[src/rtl/tristate_delay_line_if.sv]
// Channel bundle for tristate_delay_line: per-channel data/enable in, tri-state output view out.
// Optional filtered-pulse counter (TDL_FILTER_COUNT_EN) rides along when that macro is defined.
interface tristate_delay_line_if #(
  parameter int N = 4
);
  logic [N-1:0] d;
  logic [N-1:0] en;
  logic [N-1:0] y_val;
  logic [N-1:0] y_oe;
  logic [N-1:0] busy;
`ifdef TDL_FILTER_COUNT_EN
  logic [15:0]  filt_cnt;
`endif

  modport master (
    output d, en,
    input  y_val, y_oe, busy
`ifdef TDL_FILTER_COUNT_EN
    , input filt_cnt
`endif
  );

  modport slave (
    input  d, en,
    output y_val, y_oe, busy
`ifdef TDL_FILTER_COUNT_EN
    , output filt_cnt
`endif
  );
endinterface

[src/rtl/tristate_delay_line.sv]
// N-channel inertial delay line with 0/1/Z states; macro TDL_FILTER_COUNT_EN adds filt_cnt.
// Latency: RISE/FALL/min(RISE,FALL) edges by destination; registered outputs, no backpressure.
// Backpressure: none; every edge samples a new target and short pulses are filtered out.
module tristate_delay_line #(
  parameter int N    = 4,
  parameter int DW   = 4,
  parameter int RISE = 4,
  parameter int FALL = 2
) (
  input  logic clk,
  input  logic rst,
  tristate_delay_line_if.slave bus
);
  localparam int TOFF = (RISE < FALL) ? RISE : FALL;

  // State encoding: bit1 = drive enable, bit0 = driven value, so outputs are plain bit slices.
  localparam logic [1:0] S_Z = 2'b00;
  localparam logic [1:0] S_0 = 2'b10;
  localparam logic [1:0] S_1 = 2'b11;

  if (RISE < 1 || RISE > (2**DW) - 1) begin : g_bad_rise
    $error("tristate_delay_line: RISE out of range for DW");
  end
  if (FALL < 1 || FALL > (2**DW) - 1) begin : g_bad_fall
    $error("tristate_delay_line: FALL out of range for DW");
  end

  logic [1:0]    cur  [N];
  logic [1:0]    pend [N];
  logic [DW-1:0] cnt  [N];
  logic [1:0]    tgt  [N];
  logic [DW-1:0] dly  [N];
  logic [N-1:0]  busy_q;
  logic [N-1:0]  cancel;

  function automatic logic [DW-1:0] delay_of(input logic [1:0] dest);
    case (dest)
      S_1:     delay_of = DW'(RISE);
      S_0:     delay_of = DW'(FALL);
      default: delay_of = DW'(TOFF);
    endcase
  endfunction

  always_comb begin
    for (int i = 0; i < N; i++) begin
      tgt[i]    = !bus.en[i] ? S_Z : (bus.d[i] ? S_1 : S_0);
      dly[i]    = delay_of(tgt[i]);
      cancel[i] = busy_q[i] && (tgt[i] == cur[i]);
    end
  end

  always_ff @(posedge clk) begin
    if (rst) begin
      busy_q <= '0;
      for (int i = 0; i < N; i++) begin
        cur[i]  <= S_Z;
        pend[i] <= S_Z;
        cnt[i]  <= '0;
      end
    end else begin
      for (int i = 0; i < N; i++) begin
        if (busy_q[i] && tgt[i] == pend[i]) begin
          if (cnt[i] == DW'(1)) begin
            cur[i]    <= pend[i];
            busy_q[i] <= 1'b0;
            cnt[i]    <= '0;
          end else begin
            cnt[i] <= cnt[i] - DW'(1);
          end
        end else if (cancel[i]) begin
          // Pulse shorter than its delay: drop it, output never moved.
          busy_q[i] <= 1'b0;
          pend[i]   <= cur[i];
          cnt[i]    <= '0;
        end else if (tgt[i] != cur[i]) begin
          // Fresh start or restart toward a third state; a one-cycle delay commits now.
          pend[i] <= tgt[i];
          if (dly[i] == DW'(1)) begin
            cur[i]    <= tgt[i];
            busy_q[i] <= 1'b0;
            cnt[i]    <= '0;
          end else begin
            busy_q[i] <= 1'b1;
            cnt[i]    <= dly[i] - DW'(1);
          end
        end
      end
    end
  end

  always_comb begin
    for (int i = 0; i < N; i++) begin
      bus.y_oe[i]  = cur[i][1];
      bus.y_val[i] = cur[i][0];
    end
  end

  assign bus.busy = busy_q;

`ifdef TDL_FILTER_COUNT_EN
  logic [15:0] filt_q;

  always_ff @(posedge clk) begin
    if (rst) begin
      filt_q <= '0;
    end else if (|cancel && filt_q != 16'hFFFF) begin
      filt_q <= filt_q + 16'd1;
    end
  end

  assign bus.filt_cnt = filt_q;
`endif
endmodule

[src/flat_wrapper.sv]
// flat-port wrapper written by rule: the top's interface ports become plain ports
module tristate_delay_line_flat 
#(
  parameter int N    = 4,
  parameter int DW   = 4,
  parameter int RISE = 4,
  parameter int FALL = 2
)
  (clk, rst, bus_d, bus_en, bus_y_val, bus_y_oe, bus_busy);
  tristate_delay_line_if #(.N(N)) bus_i ();
  input  logic clk;
  input  logic rst;
  input wire logic [$bits(bus_i.d)-1:0] bus_d;
  input wire logic [$bits(bus_i.en)-1:0] bus_en;
  output wire logic [$bits(bus_i.y_val)-1:0] bus_y_val;
  output wire logic [$bits(bus_i.y_oe)-1:0] bus_y_oe;
  output wire logic [$bits(bus_i.busy)-1:0] bus_busy;
  assign bus_i.d = bus_d;
  assign bus_i.en = bus_en;
  assign bus_y_val = bus_i.y_val;
  assign bus_y_oe = bus_i.y_oe;
  assign bus_busy = bus_i.busy;
  tristate_delay_line #(.N(N), .DW(DW), .RISE(RISE), .FALL(FALL)) u_core (.clk(clk), .rst(rst), .bus(bus_i));
endmodule
[config.mk]
export PLATFORM = sky130hd
export DESIGN_NAME = tristate_delay_line_flat
export DESIGN_NICKNAME = d
export VERILOG_FILES = /design/src/rtl/tristate_delay_line_if.sv /design/src/rtl/tristate_delay_line.sv /design/src/flat_wrapper.sv
export SDC_FILE = /design/constraint.sdc
export NUM_CORES = 1
export LEC_CHECK = 0
export ABC_AREA = 1
export BUFFER_PORTS_ARGS = -buffer_cell sky130_fd_sc_hd__buf_2
export CORE_UTILIZATION = 30
export CTS_CLUSTER_SIZE = 14
export DETAILED_ROUTE_END_ITERATION = 8
export SETUP_SLACK_MARGIN = 0.05
export SKIP_CTS_REPAIR_TIMING = 1
export SYNTH_ARGS = -nofsm -noshare
export SYNTH_HDL_FRONTEND = slang
export SYNTH_SLANG_ARGS = --single-unit
[constraint.sdc]
create_clock -name clk -period 1.9 [get_ports clk]
set_clock_uncertainty 0.15 [all_clocks]
set_input_delay 0.095 -clock clk [delete_from_list [all_inputs] [get_ports clk]]
set_output_delay 0.095 -clock clk [all_outputs]
set_load 0.02 [all_outputs]
==> results.sh, run 1 <==
export IMPL_avgSynthCellArea_sq_um=8.77
export IMPL_grt_pass1_vias=1473
export IMPL_dr_pass1_iters=4
export IMPL_yosys_top_cells_area="edfxtp_1 (44%), nand2_1 (9.2%), inv_1 (5.8%)"
export IMPL_coreArea_sq_um=6940
export IMPL_worstMarginPinSlew_ps=374
export IMPL_crit_path_top_delay_cell="edfxtp_1"
export IMPL_synthArstFlopShare_pct=0
export IMPL_overflow=0
export IMPL_ys_types=29
export IMPL_drcViolationCount=0
export IMPL_wire_per_inst_um=10.6
export IMPL_place_gp_congestion=0.786
export IMPL_layout_drive_gt1_share_pct=21.2
export IMPL_antenna_found_initial=0
export IMPL_initial_core_util_pct=31.6
export IMPL_cts_tree="built"
export IMPL_syn_inst=250
export IMPL_timing_max_cap_violations=0
export IMPL_timing_hold_ws_ps=30.3
export IMPL_synth_adder_area_share_pct=4.56
export IMPL_synth_edf_count=32
export IMPL_io_pins=22
export IMPL_nNetsFinal=295
export IMPL_p_leak_uw=0.00112
export IMPL_hold_viol=0
export IMPL_syn_num_nets=268
export IMPL_synthFlopType="edfxtp_1"
export IMPL_cp_start_kind="flip-flop"
export IMPL_num_vias=1632
export IMPL_status="finished clean"
export IMPL_muxShareOfSynthArea_pct=0
export IMPL_dieArea_sq_um=7660
export IMPL_numCtsBuffers=5
export IMPL_synth_top_cell_by_area="edfxtp_1"
export IMPL_grt_total_usage_pct=11.1
export IMPL_drt_iter0_markers=53
export IMPL_rsz0062_at_grt="no"
export IMPL_die_h_um=87.5
export IMPL_period_needed_ps=1710
export IMPL_clock_root_buffer="clkbuf_8"
export IMPL_seq_area_frac_synth_pct=47.5
export IMPL_grt_pass1_wl_um=6520
export IMPL_num_fill_cells=708
export IMPL_timing_fmax_mhz=586
export IMPL_timing_final_crit_share_pct=89.8
export IMPL_synth_most_common_cell="nand2_1"
export IMPL_slew_viol_final=0
export IMPL_ir_drop_uv=347
export IMPL_synth_commonest_cells="nand2_1 (54), inv_1 (34), edfxtp_1 (32)"
export IMPL_h_tree_depth=2
export IMPL_yosys_warnings=0
export IMPL_fin_setup_tns_ps=0
export IMPL_dp_hpwl_um=3050
export IMPL_worstPathArrival_ps=1570
export IMPL_synth_xor_area_share_pct=6.62
export IMPL_cpMostUsedCell="nand2_1"
export IMPL_antenna_cells=0
export IMPL_area_growth_pct=15.2
export IMPL_insertion_delay_ps=290
export IMPL_required_ps=1760
export IMPL_viasPerCell=4.36
export IMPL_grt_max_degree=20
export IMPL_timing_slew_headroom_pct=75.1
export IMPL_cpPeakStageDelay_ps=420
export IMPL_setup_viol=0
export IMPL_synth_area_sq_um=2190
export IMPL_crit_type="reg2reg"
export IMPL_clock_sinks=36
export IMPL_synth_top_area_share_pct=43.8
export IMPL_path_buf_inv=1
export IMPL_crit_path_end_kind="flip-flop"
export IMPL_port_buffer_count=21
export IMPL_dieWidth_um=87.5
export IMPL_cp_max_fo=5
export IMPL_synth_compound_area_share_pct=2.51
export IMPL_crit_chain="or2_2, nand4_2, nor2_1, nand2_1, nand2_1, inv_1"
export IMPL_ys_ff_latch=36
export IMPL_power_density_nw_per_um2=909
export IMPL_hp_class="in2reg"
export IMPL_drt_wl_total_um=3980
export IMPL_num_rows=30
export IMPL_clk_path_buf_depth=2
export IMPL_final_antenna_net_count=0
export IMPL_clkTransAtPathRegs_ps=80
export IMPL_synth_top_family_by_area="simple AND/OR/NAND/NOR gates"
export IMPL_synth_simple_area_share_pct=31.7
export IMPL_critPathTopFamily="simple AND/OR/NAND/NOR gates"
-- where the power goes --
group / total, uW / switching [uW] / internal, uW
Sequential: 1060 / 71.2 / 989
Clock: 677 / 288 / 388
Combinational: 561 / 363 / 198
-- layout by cell type (no fill, tap or decap), types with 7 or more instances in the layout --
cell type / n
nand2_1: 54
nor2_1: 31
nand2_2: 7
ha_1: 8
buf_2: 21
nand3_1: 23
xnor2_1: 7
o21ai_1: 7
inv_1: 34
edfxtp_1: 32
-- path summary, 6_finish.rpt --
path,from,end,slack (ps),cells after the start
max reg2reg,u_core.cur[3][1],u_core.pend[3][0],190,6
min,bus_en[3],u_core.pend[3][1],30,3
min reg2reg,u_core.pend[1][1],u_core.cur[1][1],440,2
max,u_core.cur[3][1],u_core.pend[3][0],190,6
-- worst min-delay path, stage by stage --
cell     delay (ps)
buf_2           120
nand3_1          80
nand2_1          70
-- area by class of cell --
class | instances | area (sq um) | area share (%)
clock buffer | 5 | 68.8 | 2.72
clock inverter | 3 | 42.5 | 1.68
inverter | 39 | 146 | 5.79
multi-input combinational | 173 | 996 | 39.4
sequential | 36 | 1040 | 41.2
tap | 96 | 120 | 4.75
timing repair buffer | 22 | 113 | 4.46
-- state kept, by name (all words and copies together), names as in the netlist --
name and count:
u_core.cnt 16, u_core.cur 8, u_core.pend 8, u_core.bus.busy 4
-- metrics by stage --
step | setup slack, ps | utilization [%] | instances | instance area (sq um) | power (uW)
2_1_floorplan | 192 | - | 250 | 2190 | 1500
3_3_place_gp | 258 | 34.8 | 366 | 2420 | 1630
5_1_grt | 65.8 | 36.4 | 374 | 2530 | 2430
3_5_place_dp | 212 | 34.8 | 366 | 2420 | 1640
6_report | 194 | 36.4 | 374 | 2530 | 2300
4_1_cts | 207 | 36.4 | 374 | 2530 | 2320
-- routing by layer --
metal / GRT usage [%] / up-vias / share of wire (%)
met5: 0 / - / 0
met4: 3.58 / 0 / 0.70
met3: 2.84 / 3 / 3.8
met2: 17.6 / 36 / 44
met1: 14.9 / 743 / 51
li1: - / 850 / -
-- logic make-up after synthesis --
kind of cell | count (synthesis)
AOI/OAI and AO/OA | 11
xor gates and xnor gates | 14
adders and majority gates | 8
buffers and inverters | 41
DFF | 36
and+or+nand+nor | 140
No activity file was read; power rests on OpenSTA's default activity.
==> run 2, diff against run 1 <==
--- a/config.mk
+++ b/config.mk
@@ -11,4 +11,5 @@
 export CTS_CLUSTER_SIZE = 14
 export DETAILED_ROUTE_END_ITERATION = 8
+export HOLD_SLACK_MARGIN = 0.08
 export SETUP_SLACK_MARGIN = 0.05
 export SKIP_CTS_REPAIR_TIMING = 1
--- a/constraint.sdc
+++ b/constraint.sdc
@@ -3,3 +3,3 @@
 set_input_delay 0.095 -clock clk [delete_from_list [all_inputs] [get_ports clk]]
 set_output_delay 0.095 -clock clk [all_outputs]
-set_load 0.02 [all_outputs]
+set_load 0.005 [all_outputs]
==> run 2 against run 1 <==
Against the previous run: setup slack improved by 1.2 ps; first-iteration DRC count fell by 5.7%; critical path depth did not move; sequential share of layout area fell by 0.32 points; fmax barely moved; utilization rose by 0.29 points; count of clock-buffer cells in the layout did not move; largest power group unchanged.
==> results.sh, run 2 (same netlist as run 1, synthesis figures left out) <==
export IMPL_min_delay_path_depth=3
export IMPL_antenna_found_initial=0
export IMPL_ir_drop_uv=347
export IMPL_wire_per_inst_um=10.6
export IMPL_dp_hpwl_um=3050
export IMPL_finalNonFillerCells=376
export IMPL_port_buffer_count=21
export IMPL_clock_root_buffer="clkbuf_8"
export IMPL_layout_setup_ws_ps=196
export IMPL_dp_cells=366
export IMPL_hp_class="in2reg"
export IMPL_grt_max_degree=20
export IMPL_whs_endpoint="u_core.pend[1][1]"
export IMPL_r2r_cells=6
export IMPL_viasPerCell=4.36
export IMPL_largest_register="u_core.cnt"
export IMPL_io_pins=22
export IMPL_worstPathArrival_ps=1560
export IMPL_grt_total_usage_pct=11.1
export IMPL_antenna_cells=0
export IMPL_mostFrequentLayoutCells="nand2_1 (54), inv_1 (34), edfxtp_1 (32)"
export IMPL_crit_path_end_kind="flip-flop"
export IMPL_timing_fmax_mhz=587
export IMPL_worstMarginPinSlew_ps=374
export IMPL_fin_setup_tns_ps=0
export IMPL_die_h_um=87.5
export IMPL_layout_drive_gt1_share_pct=21.1
export IMPL_dp_slack_ps=212
export IMPL_worstReg2RegEnd="u_core.pend[3][0]"
export IMPL_timing_rr_start="u_core.cur[3][1]"
export IMPL_place_gp_congestion=0.786
export IMPL_power_density_nw_per_um2=889
export IMPL_rsz0062_at_grt="no"
export IMPL_hold_path_startpoint="bus_en[1]"
export IMPL_num_fill_cells=705
export IMPL_grt_pass1_vias=1473
export IMPL_clock_sinks=36
export IMPL_largest_reg_flops=16
export IMPL_cp_start_kind="flip-flop"
export IMPL_num_vias=1639
export IMPL_drt_wl_total_um=3980
export IMPL_numCtsBuffers=5
export IMPL_total_power_uw=2270
export IMPL_dieWidth_um=87.5
export IMPL_dr_pass1_iters=4
export IMPL_setup_viol=0
export IMPL_p_leak_uw=0.00113
export IMPL_insertion_delay_ps=280
export IMPL_coreArea_sq_um=6940
export IMPL_drt_iter0_markers=50
export IMPL_hold_viol=0
export IMPL_dieArea_sq_um=7660
export IMPL_grt_pass1_wl_um=6520
export IMPL_clkTransAtPathRegs_ps=70
export IMPL_required_ps=1760
export IMPL_final_antenna_net_count=0
export IMPL_nNetsFinal=297
export IMPL_num_rows=30
export IMPL_largestRegisters="u_core.cnt: 16 flops, u_core.cur: 8 flops, u_core.pend: 8 flops"
export IMPL_drcViolationCount=0
export IMPL_status="finished clean"
export IMPL_overflow=0
export IMPL_timing_max_cap_violations=0
export IMPL_timing_hold_ws_ps=66.0
export IMPL_area_growth_pct=16.1
export IMPL_crit_type="reg2reg"
export IMPL_h_tree_depth=2
export IMPL_clk_path_buf_depth=2
export IMPL_timing_final_crit_share_pct=89.7
export IMPL_initial_core_util_pct=31.6
export IMPL_slew_viol_final=0
export IMPL_cts_tree="built"
export IMPL_period_needed_ps=1700
export IMPL_r2r_slack_ps=200
export IMPL_timing_slew_headroom_pct=75.1
export IMPL_mostFrequentLayoutCell="nand2_1"
export IMPL_cp_max_fo=5
## run 2: cell types whose count changed in the layout (fill, tap and decap cells not counted)
cell and change:
dlygate4sd3_1 +2
## run 2: layout make-up
type / instances / area, sq um / share of cell area [%]
Clock buffer: 5 / 68.8 / 2.70
Clock inverter: 3 / 42.5 / 1.67
Inverter: 39 / 146 / 5.75
Multi-Input combinational cell: 173 / 996 / 39.1
Sequential cell: 36 / 1040 / 40.9
Tap cell: 96 / 120 / 4.72
Timing Repair Buffer: 24 / 133 / 5.21
## run 2: power by group
group | switching (uW) | total, uW | internal, uW
clock | 283 | 671 | 388
combinational | 333 | 533 | 200
sequential | 71.2 | 1060 | 990
total | 687 | 2270 | 1580
## run 2: worst max-delay path by stage
stage,start,end,slack (ps),cells past startpoint
3_5_place_dp,u_core.cur[3][1],u_core.pend[3][1],210,6
5_1_grt,u_core.cur[3][1],u_core.pend[3][1],70,6
2_1_floorplan,u_core.cur[3][1],u_core.pend[3][0],300,6
3_3_place_gp,u_core.cur[3][1],u_core.pend[3][1],260,6
4_1_cts,u_core.cur[3][1],u_core.pend[3][0],210,6
6_report,u_core.cur[3][1],u_core.pend[3][0],200,6
## run 2: layer usage
metal | wire length, um | vias to the layer above | track usage, % | share of wire (%)
met5 | 0 | - | 0 | 0
met4 | 28 | 0 | 3.58 | 0.70
met3 | 153 | 3 | 2.84 | 3.8
met2 | 1770 | 38 | 17.6 | 44
met1 | 2030 | 744 | 14.9 | 51
li1 | - | 854 | - | -
## run 2: per-stage QoR
stage	util [%]	instance area, sq um
final	36.7	2550
after global routing	36.7	2550
after CTS	36.4	2530
after detailed placement	34.8	2420
after global placement	34.8	2420
after floorplan	-	2190
## run 2: critical path, stage by stage (launching register included)
cell      delay, ps
edfxtp_1        420
or2_2           320
nand4_2         140
nor2_1           50
nand2_1         180
nand2_1          70
inv_1            90
